$ cat src/rtl/pipe_hazard_ctrl.sv
// rtl/pipe_hazard_ctrl.sv - pipeline stall/hold/flush sequencing with load-use, branch, mul/div and d-cache freeze
module pipe_hazard_ctrl #(
  parameter logic [6:0] OPCODE_LOAD = 7'b0000011,
  parameter int         MULDIV_LAT  = 4,
  parameter int         PERF_W      = 16
) (
  input  logic              clk,
  input  logic              rst,
  input  logic [6:0]        opCodeEx,
  input  logic              writeEnableEx,
  input  logic [4:0]        writeBackAddrEx,
  input  logic [4:0]        dataS1AddrDec,
  input  logic [4:0]        dataS2AddrDec,
  input  logic              useS1Dec,
  input  logic              useS2Dec,
  input  logic              isMulDivEx,
  input  logic              branchTakenEx,
  input  logic              memStall,
  output logic              pcStall,
  output logic              ifDecStall,
  output logic              ifDecFlush,
  output logic              decAluHold,
  output logic              decAluFlush,
  output logic              aluMemHold,
  output logic              mulDivDone,
  output logic [1:0]        ctrlState,
  output logic [PERF_W-1:0] stallCount
);

  typedef enum logic [1:0] {
    RUN      = 2'd0,
    MD_WAIT  = 2'd1,
    MEM_WAIT = 2'd2
  } state_t;

  // Countdown start: the trigger cycle is the first stall, cnt then counts the rest down to the done cycle
  localparam logic [3:0] MD_INIT = 4'((MULDIV_LAT >= 2) ? (MULDIV_LAT - 2) : 0);
  localparam logic [PERF_W-1:0] PERF_MAX = {PERF_W{1'b1}};

  state_t     state;
  state_t     saved_state;
  state_t     eff_state;
  state_t     next_state;
  state_t     next_saved;
  logic [3:0] cnt;
  logic [3:0] next_cnt;
  logic       load_use;

  logic pc_stall_c, if_dec_stall_c, if_dec_flush_c;
  logic dec_alu_hold_c, dec_alu_flush_c, alu_mem_hold_c, md_done_c;

  // Load in EX whose destination feeds a source operand of the decode instruction; x0 never hazards
  always_comb begin
    load_use = (opCodeEx == OPCODE_LOAD) && writeEnableEx && (writeBackAddrEx != 5'd0) &&
               ((useS1Dec && (dataS1AddrDec == writeBackAddrEx)) ||
                (useS2Dec && (dataS2AddrDec == writeBackAddrEx)));
  end

  // Control decode and next-state; on leaving MEM_WAIT the pipe behaves as the state it froze in
  always_comb begin
    pc_stall_c      = 1'b0;
    if_dec_stall_c  = 1'b0;
    if_dec_flush_c  = 1'b0;
    dec_alu_hold_c  = 1'b0;
    dec_alu_flush_c = 1'b0;
    alu_mem_hold_c  = 1'b0;
    md_done_c       = 1'b0;
    next_state      = state;
    next_saved      = saved_state;
    next_cnt        = cnt;
    eff_state       = (state == MEM_WAIT) ? saved_state : state;

    if (memStall) begin
      pc_stall_c     = 1'b1;
      if_dec_stall_c = 1'b1;
      dec_alu_hold_c = 1'b1;
      alu_mem_hold_c = 1'b1;
      if (state != MEM_WAIT) begin
        next_saved = state;
        next_state = MEM_WAIT;
      end
    end else begin
      next_state = eff_state;
      case (eff_state)
        RUN: begin
          if (branchTakenEx) begin
            if_dec_flush_c  = 1'b1;
            dec_alu_flush_c = 1'b1;
          end else if (isMulDivEx) begin
            if (MULDIV_LAT >= 2) begin
              pc_stall_c     = 1'b1;
              if_dec_stall_c = 1'b1;
              dec_alu_hold_c = 1'b1;
              next_cnt       = MD_INIT;
              next_state     = MD_WAIT;
            end else begin
              md_done_c = 1'b1;
            end
          end else if (load_use) begin
            pc_stall_c      = 1'b1;
            if_dec_stall_c  = 1'b1;
            dec_alu_flush_c = 1'b1;
          end
        end
        MD_WAIT: begin
          if (cnt != 4'd0) begin
            pc_stall_c     = 1'b1;
            if_dec_stall_c = 1'b1;
            dec_alu_hold_c = 1'b1;
            next_cnt       = cnt - 4'd1;
          end else begin
            md_done_c  = 1'b1;
            next_state = RUN;
          end
        end
        default: next_state = RUN;
      endcase
    end
  end

  // Reset forces every pipeline control low regardless of state
  always_comb begin
    pcStall     = pc_stall_c      & ~rst;
    ifDecStall  = if_dec_stall_c  & ~rst;
    ifDecFlush  = if_dec_flush_c  & ~rst;
    decAluHold  = dec_alu_hold_c  & ~rst;
    decAluFlush = dec_alu_flush_c & ~rst;
    aluMemHold  = alu_mem_hold_c  & ~rst;
    mulDivDone  = md_done_c       & ~rst;
    ctrlState   = state;
  end

  // Sequencer state registers
  always_ff @(posedge clk) begin
    if (rst) begin
      state       <= RUN;
      saved_state <= RUN;
      cnt         <= 4'd0;
    end else begin
      state       <= next_state;
      saved_state <= next_saved;
      cnt         <= next_cnt;
    end
  end

  // Saturating count of cycles in which the PC was held
  always_ff @(posedge clk) begin
    if (rst) begin
      stallCount <= '0;
    end else if (pcStall && (stallCount != PERF_MAX)) begin
      stallCount <= stallCount + PERF_W'(1);
    end
  end

endmodule

$ cat config.mk
export PLATFORM = sky130hd
export DESIGN_NAME = pipe_hazard_ctrl
export DESIGN_NICKNAME = d
export VERILOG_FILES = /design/src/rtl/pipe_hazard_ctrl.sv
export SDC_FILE = /design/constraint.sdc
export NUM_CORES = 1
export LEC_CHECK = 0
export CAP_MARGIN = 10
export CELL_PAD_IN_SITES_DETAIL_PLACEMENT = 1
export CELL_PAD_IN_SITES_GLOBAL_PLACEMENT = 2
export CORE_ASPECT_RATIO = 0.75
export CORE_MARGIN = 4
export CORE_UTILIZATION = 31
export DETAILED_ROUTE_END_ITERATION = 8
export DONT_BUFFER_PORTS = 1
export HOLD_SLACK_MARGIN = 0.05
export PLACE_DENSITY = 0.78
export RECOVER_POWER = 100
export SYNTH_ARGS = -nofsm -noshare
export SYNTH_HDL_FRONTEND = slang
export SYNTH_SLANG_ARGS = --single-unit
$ cat constraint.sdc
create_clock -name clk -period 1.86 [get_ports clk]
set_input_delay 0.186 -clock clk [delete_from_list [all_inputs] [get_ports clk]]
set_output_delay 0.186 -clock clk [all_outputs]
set_load 0.1 [all_outputs]
== Word-level counts from Yosys, hierarchy flattened ==
Cells that the tools add are included.

* Add/sub/neg operators: 2
* Multiply operators: 0
* Divide/modulo/power cells: 0
* Order comparisons: 0
* Eq/ne operators: 11
* Shift-type cells: 0
* Muxes and demuxes: 32
* Bitwise operators: 8
* Reductions and logical operators: 13

{| class="wikitable"
|+ Operators by type and width
! operator !! count
|-
| two-way mux 1 bit || 19
|-
| adder 16 x 1 -> 16 bit, second input constant || 1
|-
| != test 16 bit, second input constant || 1
|-
| two-way mux 2 bit || 6
|-
| two-way mux 4 bit || 3
|-
| equality test 5 bit || 2
|-
| != test 2 bit, second input constant || 4
|-
| one-hot mux 4 bit (2 select lines) || 1
|-
| equality test 7 x 2 -> 1 bit, second input constant || 1
|-
| bitwise AND 1 bit || 6
|-
| logical AND 1 bit || 6
|-
| AND reduction 5 bit || 1
|-
| nonzero test 5 bit || 1
|-
| one-hot mux 1 bit (2 select lines) || 2
|-
| one-hot mux 2 bit (2 select lines) || 1
|-
| nonzero test 4 bit || 1
|-
| subtractor 4 x 1 -> 4 bit, second input constant || 1
|-
| equality test 2 x 1 -> 1 bit, second input constant || 1
|-
| equality test 2 bit, second input constant || 1
|-
| logical NOT 2 bit || 1
|-
| != test 2 x 1 -> 1 bit, second input constant || 1
|-
| NOT 1 bit || 2
|-
| AND reduction 2 bit || 1
|-
| nonzero test 2 bit || 1
|-
| logical OR 1 bit || 1
|}

* Register bits after elaboration: 24
* Bits in latches: 0
* Bits in writable memories: 0
* ROM bits: 0
* Input bits: 30
* Memories: 0

== Longest topological paths before layout ==
* Word-level depth: 11
* Mapped depth: 10
* Gate-level depth less buffers: 8

== Worst setup path after synthesis ==
Ideal clock, no wire load.

* Path kind: register to output
* Start: register state[1] (netlist: ctrlState[1])
* End: output mulDivDone
* Data arrival time: 4290 ps
* Setup slack: -2616 ps
* Stages on the path, launching flop included: 4
* Path through: dfxtp_1 -> and4bb_1 -> nor2_1 -> nor4_1

* Cells in the longest elaborated chain, start to end: 6

{| class="wikitable"
|+ RTL lines
! element !! RTL line !! source
|-
| start, declared || 40 || <nowiki>state_t state;</nowiki>
|-
| start signal, assigned || 140 || <nowiki>state <= next_state;</nowiki>
|-
| equality test 2 bit || 71 || <nowiki>eff_state = (state == MEM_WAIT) ? saved_state : state;</nowiki>
|-
| two-way mux 2 bit * || 71 ||
|-
| equality test 2 x 1 -> 1 bit * || 84 || <nowiki>case (eff_state)</nowiki>
|-
| two-way mux 1 bit * || n/a ||
|-
| two-way mux 1 bit * || 73 || <nowiki>if (memStall) begin</nowiki>
|-
| bitwise AND 1 bit * || 129 || <nowiki>mulDivDone = md_done_c & ~rst;</nowiki>
|-
| end, declared || 25 || <nowiki>output logic mulDivDone,</nowiki>
|}

Mark *: on every way between the ends. The rest lies on a longest branch, timed or not.

== Worst setup path after layout ==
* Start: register cnt[0]
* End: output ifDecStall

* Cells in the longest elaborated chain, start to end: 5

{| class="wikitable"
|+ RTL lines
! element !! RTL line !! source
|-
| start, declared || 45 || <nowiki>logic [3:0] cnt;</nowiki>
|-
| start signal, assigned || 142 || <nowiki>cnt <= next_cnt;</nowiki>
|-
| nonzero test 4 bit || 106 || <nowiki>if (cnt != 4'd0) begin</nowiki>
|-
| two-way mux 1 bit || 106 ||
|-
| one-hot mux 1 bit (2 select lines) || 84 ||
|-
| two-way mux 1 bit || 73 ||
|-
| bitwise AND 1 bit || 124 || <nowiki>ifDecStall = if_dec_stall_c & ~rst;</nowiki>
|-
| end, declared || 20 || <nowiki>output logic ifDecStall,</nowiki>
|}

No other way between the ends.

==> metrics.md <==
| Metric | Value |
|---|---|
| Area leader, netlist | dfxtp_1 |
| Root buf cell | clkbuf_8 |
| RePlAce Congestion | 0.816 |
| Cell with the most instances after synthesis | dfxtp_1 |
| Slowest stage delay, CP | 0.38 ns |
| Final Routed Wirelength | roughly 5100 µm |
| Slew Limit Fails | 0 |
| Wire length of the first global-routing pass | 7710 µm |
| Commonest register cell after synthesis | dfxtp_1 |
| #FFs+latches synth | 24 |
| CTS tree | built |
| MaxCap Viol Count | 0 |
| Core Region | 4490 µm² |
| Hpwl dp | around 3700 µm |
| Area contributors post-synth | dfxtp_1, a21oi_1, xnor2_1 |
| Post-synth EDFFs | 0 |
| Pin count of the biggest net entering global routing | 33 |
| Vias in the first global route | 1,685 |
| Setup Viol. Count Final | 23 |
| Final WS setup | -0.220 ns |
| Crit. End Element | output pin |
| Die area | 5830 µm² |
| Vias per cell | roughly 5.5 |
| Routed Antenna Nets | 0 |
| Syn_area_per_cell | about 8.2 µm² |
| Share of layout cells above drive strength 1 | 0.485 |
| Clock slew at reported path FFs | 0.09 ns |
| Pwr/cell area | 526 nW/µm² |
| GR Overflow Total | 0 |
| Slowest-stage cell, CP | or3b_4 |
| Syn. warnings | 0 |
| Worst-margin pin slew | 1.16 ns |
| I/O Pins | 55 |
| Initial drt markers | 56 |
| Async SR Flop Fraction | 0 |
| RSZ-0062 raised after global routing | yes |
| Initial antenna violation count | 0 |
| Outcome | finished, violations left |
| Seq/Total Area, Yosys | 0.332 |
| Area Overhead vs Synth | 56.5% |
| Syn Nets | 210 |
| PortBufs | 0 |
| Cell Area, Synth | 1450 µm² |
| Cell chain of the critical path | inv_2 > ha_4 > or3b_4 > o21ai_4 > nand3_2 > a21oi_2 > buf_4 > nor2_4 > buf_12 |
| Post-synth top area share | 0.332 |
| Static leakage power | 0.798 nW |
| Slew margin rel. | 0.227 |
| Nets | 263 |
| Crit share post-route | 1.12 |
| Starting density of the core | 0.322 |
| Pre-CTS setup slack | -0.113 ns |
| Critical path required time | 1.67 ns |
| Max Clk Rate | 481 MHz |
| Antenna Cells | 0 |
| CTS sink count | 24 |
| Arrival @ worst endpoint | around 1.9 ns |
| Worst IR Drop VDD | 0.291 mV |
| Max clock buf depth | 2 |
| Total GRT Usage | 0.168 |
| Die Width | approximately 87 µm |
| Cells after synthesis | 177 |
| Top post-synthesis cells by count | dfxtp_1, a21oi_1, nor2_1 |
| Fin. Hold Viols | 0 |
| Final Util | 0.504 |
| Residual DRC count | 0 |
| Die Ht | 67.2 µm |
| H-tree lvl count | 1 |
| Violated checks | negative setup slack |
| CP Max Fanout | 3 |
| Overall power | 1.19 mW |
| Worst hold-check path type | input pin to register |
| Unique cell type count in the Yosys netlist | 43 |
| Post-route cell area | 2260 µm² |
| Pre-antenna DRT Iters | 4 |
| Site row count | 21 |
| Crit path launch type | register |
| Routed WL per cell | 17.7 µm |
| Worst-Skew Late Latency | 0.27 ns |
| WS Path Type | register to output pin |
| Clock Skew | 0.00859 ns |
| Min cycle time layout | 2.08 ns |
| Vias | 1,566 |
| Placed cell area | slightly above 2000 µm² |
| Clock buffer count from CTS | 3 |
==> layer usage <==
layer  global-route usage  part of all wire  vias to the layer above
met5                    0                 0                        -
met4               0.0350                 0                        0
met3               0.0500             0.060                        0
met2                0.300              0.51                       42
met1                0.200              0.43                      765
li1                     -                 -                      759
==> cells by family (layout without fill, tap and decap cells) <==
logic type               count (synthesis)  in the layout  share of synthesized area
flip-flops                              24             24                      0.332
AND/OR/NAND/NOR                         79             79                      0.320
multiplexers                             4              4                     0.0294
adder cells (fa/ha/maj)                  3              3                     0.0260
AO/OA/AOI/OAI                           44             44                      0.176
buffers and inverters                   12             64                     0.0502
XOR/XNOR                                11             11                     0.0666
==> cells in the final DEF (no fill, tap or decap), types with 6 or more instances in the layout <==
| master | instances |
|---|---|
| a21oi_1 | 12 |
| a21oi_2 | 6 |
| buf_4 | 26 |
| clkbuf_2 | 15 |
| dfxtp_4 | 16 |
| nand2_1 | 9 |
| nand4_1 | 7 |
| nor2_1 | 15 |
| or3_1 | 8 |
| xnor2_1 | 10 |
==> layout make-up <==
type,count,area [µm²]
timing repair buffer,55,472
inverter,5,18.8
tap,57,71.3
fill,506,2230
multi-input combinational,141,1110
clock buffer,4,45.0
sequential,24,546
==> path summary, 6_finish.rpt <==
| kind | startpoint | to | slack [ns] | cells after the start |
|---|---|---|---|---|
| worst min register to register | cnt[3]$_SDFFE_PP0P_ | cnt[3]$_SDFFE_PP0P_ | 0.51 | 2 |
| worst min-delay path | rst | stallCount[5]$_SDFFE_PP0P_ | 0.13 | 2 |
| worst max-delay path | cnt[0]$_SDFFE_PP0P_ | ifDecStall | -0.22 | 9 |
| worst max register to register | cnt[0]$_SDFFE_PP0P_ | stallCount[1]$_SDFFE_PP0P_ | -0.20 | 10 |
==> stage by stage <==
step | instances | hold WS (ns) | TNS (ns)
2_1_floorplan | 177 | 0.384 | -1.48
3_3_place_gp | 270 | 0.250 | -0.0671
3_5_place_dp | 270 | 0.251 | -0.524
4_1_cts | 284 | -0.0439 | -2.62
5_1_grt | 286 | 0.152 | -5.75
6_report | 286 | 0.130 | -3.32
==> registers in the layout, indices dropped and copies added (netlist names) <==
name	flops
ctrlState	2
saved_state	2
cnt	4
stallCount	16
==> timing repair <==
item,CTS,global route
gates cloned,0,1
setup buffers,9,1
pin swaps,5,9
gates resized for setup,12,14
endpoints found under the setup margin,19,24
hold buffers,4,1
endpoints found under the hold margin,22,19
==> report_power, final <==
group,switching [mW],internal (mW),leakage [nW]
logic,0.221,0.126,0.566
registers,0.0112,0.508,0.209
clock network,0.172,0.153,0.0228
==> critical path: cells and delay by family (launching register included) <==
family	cells	cell delay [ns]
flip-flops	1	0.34
adder cells (fa/ha/maj)	1	0.12
AO/OA/AOI/OAI	2	0.23
buffers and inverters	3	0.42
AND/OR/NAND/NOR	3	0.51
(Power assumes the default switching activity.)
